`src/rtl/quad_step_decoder.sv`:
```
// quad_step_decoder: synchronized, debounced quadrature decoder emitting up/down/enable/err pulses.
// Define QUAD_FULL_STEP_EN to pulse once per full detent (four sub-steps) instead of per transition.
module quad_step_decoder #(
  parameter int DEBOUNCE_CYCLES = 16
) (
  input  logic clk,
  input  logic reset,
  input  logic a_in,
  input  logic b_in,
  output logic up,
  output logic down,
  output logic enable,
  output logic err
);
  localparam int CW = $clog2(DEBOUNCE_CYCLES + 1);
  localparam int IW = $clog2(DEBOUNCE_CYCLES + 2);
  localparam logic [CW-1:0] C_MAX = CW'(DEBOUNCE_CYCLES);
  localparam logic [CW-1:0] C_LAST = CW'(DEBOUNCE_CYCLES - 1);
  localparam logic [IW-1:0] I_LAST = IW'(DEBOUNCE_CYCLES + 1);
  typedef enum logic {INIT, RUN} state_t;
  state_t r_state, w_state_nx;
  logic [1:0] r_sync1, r_sync2, r_stable, r_prev;
  logic [1:0][CW-1:0] r_cnt;
  logic [IW-1:0] r_init_cnt;
  logic w_exit, w_run, w_step, w_cw, w_err, w_up, w_down;
  logic [1:0] w_chg;
  always_ff @(posedge clk) r_state <= reset ? INIT : w_state_nx;
  always_comb begin
    w_exit = r_state == INIT && r_init_cnt == I_LAST;
    w_state_nx = w_exit ? RUN : r_state;
  end
  assign w_run = r_state == RUN;
  // Bit 1 is channel A, bit 0 is channel B throughout.
  always_ff @(posedge clk) begin
    if (reset) begin
      r_sync1 <= '0;
      r_sync2 <= '0;
      r_stable <= '0;
      r_prev <= '0;
      r_cnt <= '0;
      r_init_cnt <= '0;
    end else begin
      r_sync1 <= {a_in, b_in};
      r_sync2 <= r_sync1;
      if (!w_run) begin
        r_init_cnt <= w_exit ? r_init_cnt : r_init_cnt + 1'b1;
        if (w_exit) begin
          r_stable <= r_sync2;
          r_prev <= r_sync2;
        end
      end else begin
        r_prev <= r_stable;
        for (int i = 0; i < 2; i++) begin
          if (r_sync2[i] == r_stable[i]) r_cnt[i] <= '0;
          else if (r_cnt[i] == C_LAST) begin
            r_cnt[i] <= '0;
            r_stable[i] <= r_sync2[i];
          end else if (r_cnt[i] != C_MAX) r_cnt[i] <= r_cnt[i] + 1'b1;
        end
      end
    end
  end
  // Gray-code direction: clockwise exactly when old A differs from new B.
  assign w_chg = r_stable ^ r_prev;
  assign w_step = w_run && (^w_chg);
  assign w_err = w_run && (&w_chg);
  assign w_cw = r_prev[1] ^ r_stable[0];
`ifdef QUAD_FULL_STEP_EN
  logic [2:0] r_acc;
  logic [3:0] w_sum;
  assign w_sum = {r_acc[2], r_acc} + (w_cw ? 4'b0001 : 4'b1111);
  assign w_up = w_step && w_sum == 4'b0100;
  assign w_down = w_step && w_sum == 4'b1100;
  always_ff @(posedge clk) begin
    if (reset || w_err) r_acc <= '0;
    else if (w_step) r_acc <= (w_up || w_down) ? 3'b000 : w_sum[2:0];
  end
`else
  assign w_up = w_step && w_cw;
  assign w_down = w_step && !w_cw;
`endif
  always_ff @(posedge clk) begin
    if (reset) begin
      up <= 1'b0;
      down <= 1'b0;
      enable <= 1'b0;
      err <= 1'b0;
    end else begin
      up <= w_up;
      down <= w_down;
      enable <= w_up || w_down;
      err <= w_err;
    end
  end
endmodule
```
`config.mk`:
```
export PLATFORM = sky130hd
export DESIGN_NAME = quad_step_decoder
export DESIGN_NICKNAME = d
export VERILOG_FILES = /design/src/rtl/quad_step_decoder.sv
export SDC_FILE = /design/constraint.sdc
export NUM_CORES = 1
export LEC_CHECK = 0
export ABC_AREA = 0
export CAP_MARGIN = 20
export CORE_ASPECT_RATIO = 1.4
export CORE_MARGIN = 2
export CORE_UTILIZATION = 35
export CTS_BUF_LIST = sky130_fd_sc_hd__clkbuf_16
export CTS_CLUSTER_DIAMETER = 30
export CTS_CLUSTER_SIZE = 8
export DETAILED_ROUTE_END_ITERATION = 10
export PLACE_DENSITY = 0.56
export SYNTH_ARGS = -nofsm -noshare
export SYNTH_HDL_FRONTEND = slang
export SYNTH_SLANG_ARGS = --single-unit
```
`constraint.sdc`:
```
create_clock -name clk -period 1.7 [get_ports clk]
set_input_delay 0.17 -clock clk [delete_from_list [all_inputs] [get_ports clk]]
set_output_delay 0.17 -clock clk [all_outputs]
set_load 0.1 [all_outputs]
```
==> results of run 1 <==
==> layer usage <==
metal | part of all wire, % | up-vias
li1 | - | 529
met1 | 47 | 476
met2 | 50 | 9
met3 | 2.0 | 4
met4 | 1.1 | 0
met5 | 0 | -
==> worst paths after layout <==
check | end | cells after the start
setup / recovery | r_stable[0]$_SDFFE_PP0P_ | 5
hold / removal | r_sync2[0]$_SDFF_PP0_ | 1
setup reg to reg | r_stable[0]$_SDFFE_PP0P_ | 5
hold reg to reg | r_sync2[0]$_SDFF_PP0_ | 1
==> repair_timing <==
action | in CTS | in global routing
resized for setup | 0 | 1
hold endpoints to repair | 0 | 0
hold buffers | 0 | 0
setup endpoints to repair | 0 | 2
buffers inserted | 0 | 0
==> cell type report <==
cell class | instances | area (µm²)
clock buffer | 3 | 75.1
fill | 383 | 2120
sequential | 28 | 561
timing repair buffer | 14 | 113
tap | 42 | 52.6
multi-input combinational | 98 | 728
inverter | 8 | 30.0
==> power by group <==
part	internal [W]	total, W	switching [W]
clock	0.000312	0.000516	0.000204
sequential	0.000666	0.000677	0.0000106
combinational	0.0000292	0.0000541	0.0000250
==> per-stage QoR <==
stage	util [%]	total power, W
floorplan	-	0.000721
global placement	40.2	0.000742
detailed placement	40.2	0.000746
CTS	42.2	0.00126
global route	42.4	0.00130
finish	42.4	0.00125
==> registers in the layout (all words and copies together) (netlist names) <==
name,cells
r_cnt,10
r_init_cnt,5
r_prev,2
r_stable,2
r_sync1,2
r_sync2,2
down,1
enable,1
err,1
r_state,1
up,1
==> worst max-delay path, delay by kind of cell, from the launching register on <==
kind	cells	cell delay, ns
AOI/OAI and AO/OA	1	0.13
DFF	1	0.39
buffers and inverters	1	0.22
and+or+nand+nor	1	0.30
adders and majority gates	1	0.16
muxes	1	0.18
==> cells in the final DEF, fill, tap and decap left out, drive strengths merged, types with 5 or more instances in the layout <==
| cell type | instances |
|---|---|
| dfxtp | 28 |
| buf | 11 |
| nor2 | 8 |
| inv | 7 |
| nor2b | 7 |
| ha | 7 |
| xor2 | 6 |
| o21ai | 5 |
| a21oi | 5 |
| mux2i | 5 |
==> logic make-up after synthesis <==
logic type | share of synthesized area (%)
DFF | 41.8
xor gates and xnor gates | 5.88
buffers and inverters | 4.38
muxes | 3.73
AOI/OAI and AO/OA | 12.0
adders and majority gates | 6.53
and+or+nand+nor | 25.7
==> metrics.md, run 1 <==
| Metric | Value |
|---|---|
| Die W | 56.3 µm |
| Relative slew margins | 72.7% |
| Worst-Margin Slew | 0.409 ns |
| Most common cell in the netlist | dfxtp_1 |
| Clk pin slew, worst setup/hold paths | 0.06 ns |
| Root Driver | clkbuf_16 |
| Layout cells sized above 1 | 11.3% |
| Required @ worst endpoint | 1.82 ns |
| Die H | 77.2 µm |
| Design area | 1560 µm² |
| Top-area cell type share of the netlist area | 41.8% |
| CTS tree | yes |
| Total Routing Usage GR | 12.3% |
| Mapped Avg Cell Area | 9.51 µm² |
| Inserted Diodes | 0 |
| Final WL | 2520 µm |
| Crit path from | r_init_cnt[0]$_SDFFE_PP0N_ |
| Post-synth EDFFs | 0 |
| Starting Density | 36.5% |
| Setup TNS | 0 ns |
| Antenna Violating Nets Remaining | 0 |
| Area grow syn2layout | 16.2% |
| Syn_nets | 152 |
| Clock latency on the worst-skew pair | 0.26 ns |
| Largest net degree at the start of global routing | 16 |
| Reg2Reg Setup Slack | 0.19 ns |
| Row cnt | 26 |
| First-pass GRT wire length | 4380 µm |
| Ports | 8 |
| Post-synth cell types | 38 |
| Placed Area | 1480 µm² |
| Reg2reg start | r_init_cnt[0]$_SDFFE_PP0N_ |
| Synth cell count leaders | dfxtp_1, nor2_1, ha_1, inv_1, nor2b_1 |
| Routing usage on met1 | 15.3% |
| Worst hold path type | reg -> reg |
| Post-synthesis sequential area ratio | 41.8% |
| Period utilisation layout | 89.1% |
| Worst hold slack | 0.449 ns |
| Vias in the first global route | 982 |
| Final hold vios | 0 |
| Wire length per cell | 13.1 µm |
| Max-cap viol count | 0 |
| Status | completed |
| Final nets | 164 |
| Met3 usage | 2.53% |
| Slowest CP cell | dfxtp_1 |
| Total clock buffers created by CTS | 3 |
| Power Density | 800 nW/µm² |
| Critical path class | reg -> reg |
| Fin worst setup slack | 0.186 ns |
| Post-Synthesis Cell Area | 1340 µm² |
| DR pass1 iterations | 3 |
| GR Util met2 | 21.6% |
| Skew final | 0.00336 ns |
| Critical path cell sequence | ha_1 -> nor4bb_2 -> buf_4 -> mux2i_1 -> o311ai_0 |
| Asr flop ratio synth | 0% |
| Core area | 3680 µm² |
| CTS Sinks | 28 |
| Full die area | 4350 µm² |
| Min Tclk post-route | 1.51 ns |
| Synth Register Bits | 28 |
| Max Slew Vio Count | 0 |
| HPWL Detailed | 1920 µm |
| Yosys warns | 0 |
| Fin cells | 193 |
| Routability cong. | 0.716 |
| Worst setup EP type | register |
| Port bufs | 7 |
| Setup WS pre-CTS | 0.146 ns |
| Initial antenna violation count | 0 |
| Cells after Synth | 141 |
| Final setup fails | 0 |
| VDD IR-drop max | 0.612 mV |
| Most Crowded Layer GR | met2 |
| Vias per cell | 5.27 |
| Placed insts | 190 |
| RSZ-0062 raised after global routing | false |
| Max Clock Freq | 661 MHz |
| Worst Path Arrival | 1.64 ns |
| Startpoint class of the critical path | register |
| Leak Pwr | 0.614 nW |
| Largest cells by area after synthesis | dfxtp_1, ha_1, xor2_1 |
| Max clock buf depth | 2 |
| H-Tree Depth | 1 |
| Cell taking the most area after synthesis | dfxtp_1 |
| CP Max Fanout | 9 |
| Slowest stage delay, CP | 0.39 ns |
| Hold path start | r_sync1[0]$_SDFF_PP0_ |
| Grt ovf | 0 |
| Ys flop type | dfxtp_1 |
| Initial DRC count | 16 |
| Via count | 1018 |
| DR DRC count | 0 |
Note: power is estimated with default switching activity, not from simulation.
==> inputs of run 2 (changes only) <==
- SKIP_CTS_REPAIR_TIMING: unset -> 1
==> results of run 2 <==
Same layout as run 1: the final DEF is identical, and so are final timing and power.
==> inputs of run 3 (changes only) <==
- clock period: 1.7 -> 1.9 ns (I/O delays scaled with it)
==> metrics.md, run 3 (synthesis results as in run 1) <==
| Metric | Value |
|---|---|
| Die W | 56.3 µm |
| Initial DRC count | 19 |
| Total Routing Usage GR | 12.3% |
| Setup TNS | 0 ns |
| Total clock buffers created by CTS | 3 |
| CP Max Fanout | 10 |
| Final setup fails | 0 |
| RSZ-0062 raised after global routing | false |
| Antenna Violating Nets Remaining | 0 |
| Relative slew margins | 81.4% |
| HPWL Detailed | 1720 µm |
| Layout cells sized above 1 | 8.78% |
| Reg2reg start | r_init_cnt[0]$_SDFFE_PP0N_ |
| Final hold vios | 0 |
| Regs by FF count | r_cnt x10, r_init_cnt x5 |
| Starting Density | 36.5% |
| Largest Register | r_cnt |
| Via count | 986 |
| Max Clock Freq | 658 MHz |
| Wire length per cell | 12.3 µm |
| Critical path cell sequence | ha_1 -> nor4bb_1 -> buf_4 -> mux2i_1 -> o311ai_0 |
| Max Slew Vio Count | 0 |
| Grt ovf | 0 |
| Slowest CP cell | dfxtp_1 |
| Vias in the first global route | 989 |
| First-pass GRT wire length | 4270 µm |
| Required @ worst endpoint | 2.02 ns |
| Final nets | 161 |
| Reg2Reg Setup Slack | 0.38 ns |
| Critical path class | reg -> reg |
| DR DRC count | 0 |
| Area grow syn2layout | 15.0% |
| Vias per cell | 5.19 |
| Max-cap viol count | 0 |
| Worst-Margin Slew | 0.276 ns |
| WHS Endpoint | r_sync2[1]$_SDFF_PP0_ |
| Final WL | 2330 µm |
| CTS tree | yes |
| Ports | 8 |
| Worst Path Arrival | 1.64 ns |
| Power Density | 719 nW/µm² |
| VDD IR-drop max | 0.516 mV |
| Worst setup EP type | register |
| Root Driver | clkbuf_16 |
| Hold path start | r_sync1[1]$_SDFF_PP0_ |
| Most frequent cells in the layout | dfxtp_1, nor2_1 |
| Hold depth | 1 |
| Fin cells | 190 |
| Buf/Inv on CP | 1 |
| Placed insts | 187 |
| Skew final | 0.00488 ns |
| Leak Pwr | 0.605 nW |
| H-Tree Depth | 1 |
| Period utilisation layout | 80.0% |
| Row cnt | 26 |
| Max clock buf depth | 2 |
| Routability cong. | 0.753 |
| Tot Pwr | 0.00111 W |
| Worst R2R End | r_stable[0]$_SDFFE_PP0P_ |
| Inserted Diodes | 0 |
| Max reg flops | 10 |
| Initial antenna violation count | 0 |
| Full die area | 4350 µm² |
| Clock latency on the worst-skew pair | 0.26 ns |
| Clk pin slew, worst setup/hold paths | 0.06 ns |
| Crit path from | r_init_cnt[0]$_SDFFE_PP0N_ |
| Worst hold path type | reg -> reg |
| CP delay by family, top | flip-flops |
| Port bufs | 7 |
| Status | completed |
| Commonest non-fill, non-tap cell in the layout | dfxtp_1 |
| Largest net degree at the start of global routing | 31 |
| DR pass1 iterations | 4 |
| Startpoint class of the critical path | register |
| Min Tclk post-route | 1.52 ns |
| CTS Sinks | 28 |
| Worst reg2reg path depth | 5 |
| Slowest stage delay, CP | 0.40 ns |
| Core area | 3680 µm² |
| Die H | 77.2 µm |
-- run 3: cell types whose count changed in the layout (fill, tap and decap cells not counted) --
cell      previous run  this run
nor4bb_1             0         1
buf_12               0         1
nor4bb_2             1         0
buf_4               11         7
-- run 3: area by class of cell --
class                      instances  area [µm²]
tap                               42        52.6
inverter                           8        30.0
clock buffer                       3        75.1
fill                             379        2130
multi-input combinational         98         722
timing repair buffer              11         103
sequential                        28         561
-- run 3: through the flow --
step                setup WS [ns]  utilization [%]  hold WS (ns)  cell area, µm²
CTS                         0.367             42.0         0.448            1540
global placement            0.417             39.9         0.427            1470
detailed placement          0.374             39.9         0.431            1470
floorplan                   0.486                -         0.318            1340
finish                      0.380             42.0         0.442            1540
global route                0.155             42.0         0.462            1540
-- run 3: per-layer routing --
layer	up-vias	track usage [%]	wire length, µm
met2	6	21.8	1210
met4	0	7.62	26
li1	519	-	-
met1	459	13.7	1050
met5	-	0	0
met3	2	1.52	41
-- run 3: how the worst max path moves through the flow --
stage | to | depth (start not counted)
after detailed placement | r_stable[0]$_SDFFE_PP0P_ | 5
after floorplan | r_init_cnt[2]$_SDFFE_PP0N_ | 6
after global routing | r_stable[0]$_SDFFE_PP0P_ | 5
final | r_stable[0]$_SDFFE_PP0P_ | 5
after CTS | r_stable[0]$_SDFFE_PP0P_ | 5
after global placement | r_cnt[7]$_SDFFE_PP0P_ | 4
-- run 3: report_power, final --
group          switching (W)  leakage (nW)  internal (W)
logic              0.0000219         0.341     0.0000256
registers         0.00000901         0.227      0.000596
clock network       0.000178        0.0370      0.000279
total               0.000209         0.605      0.000901
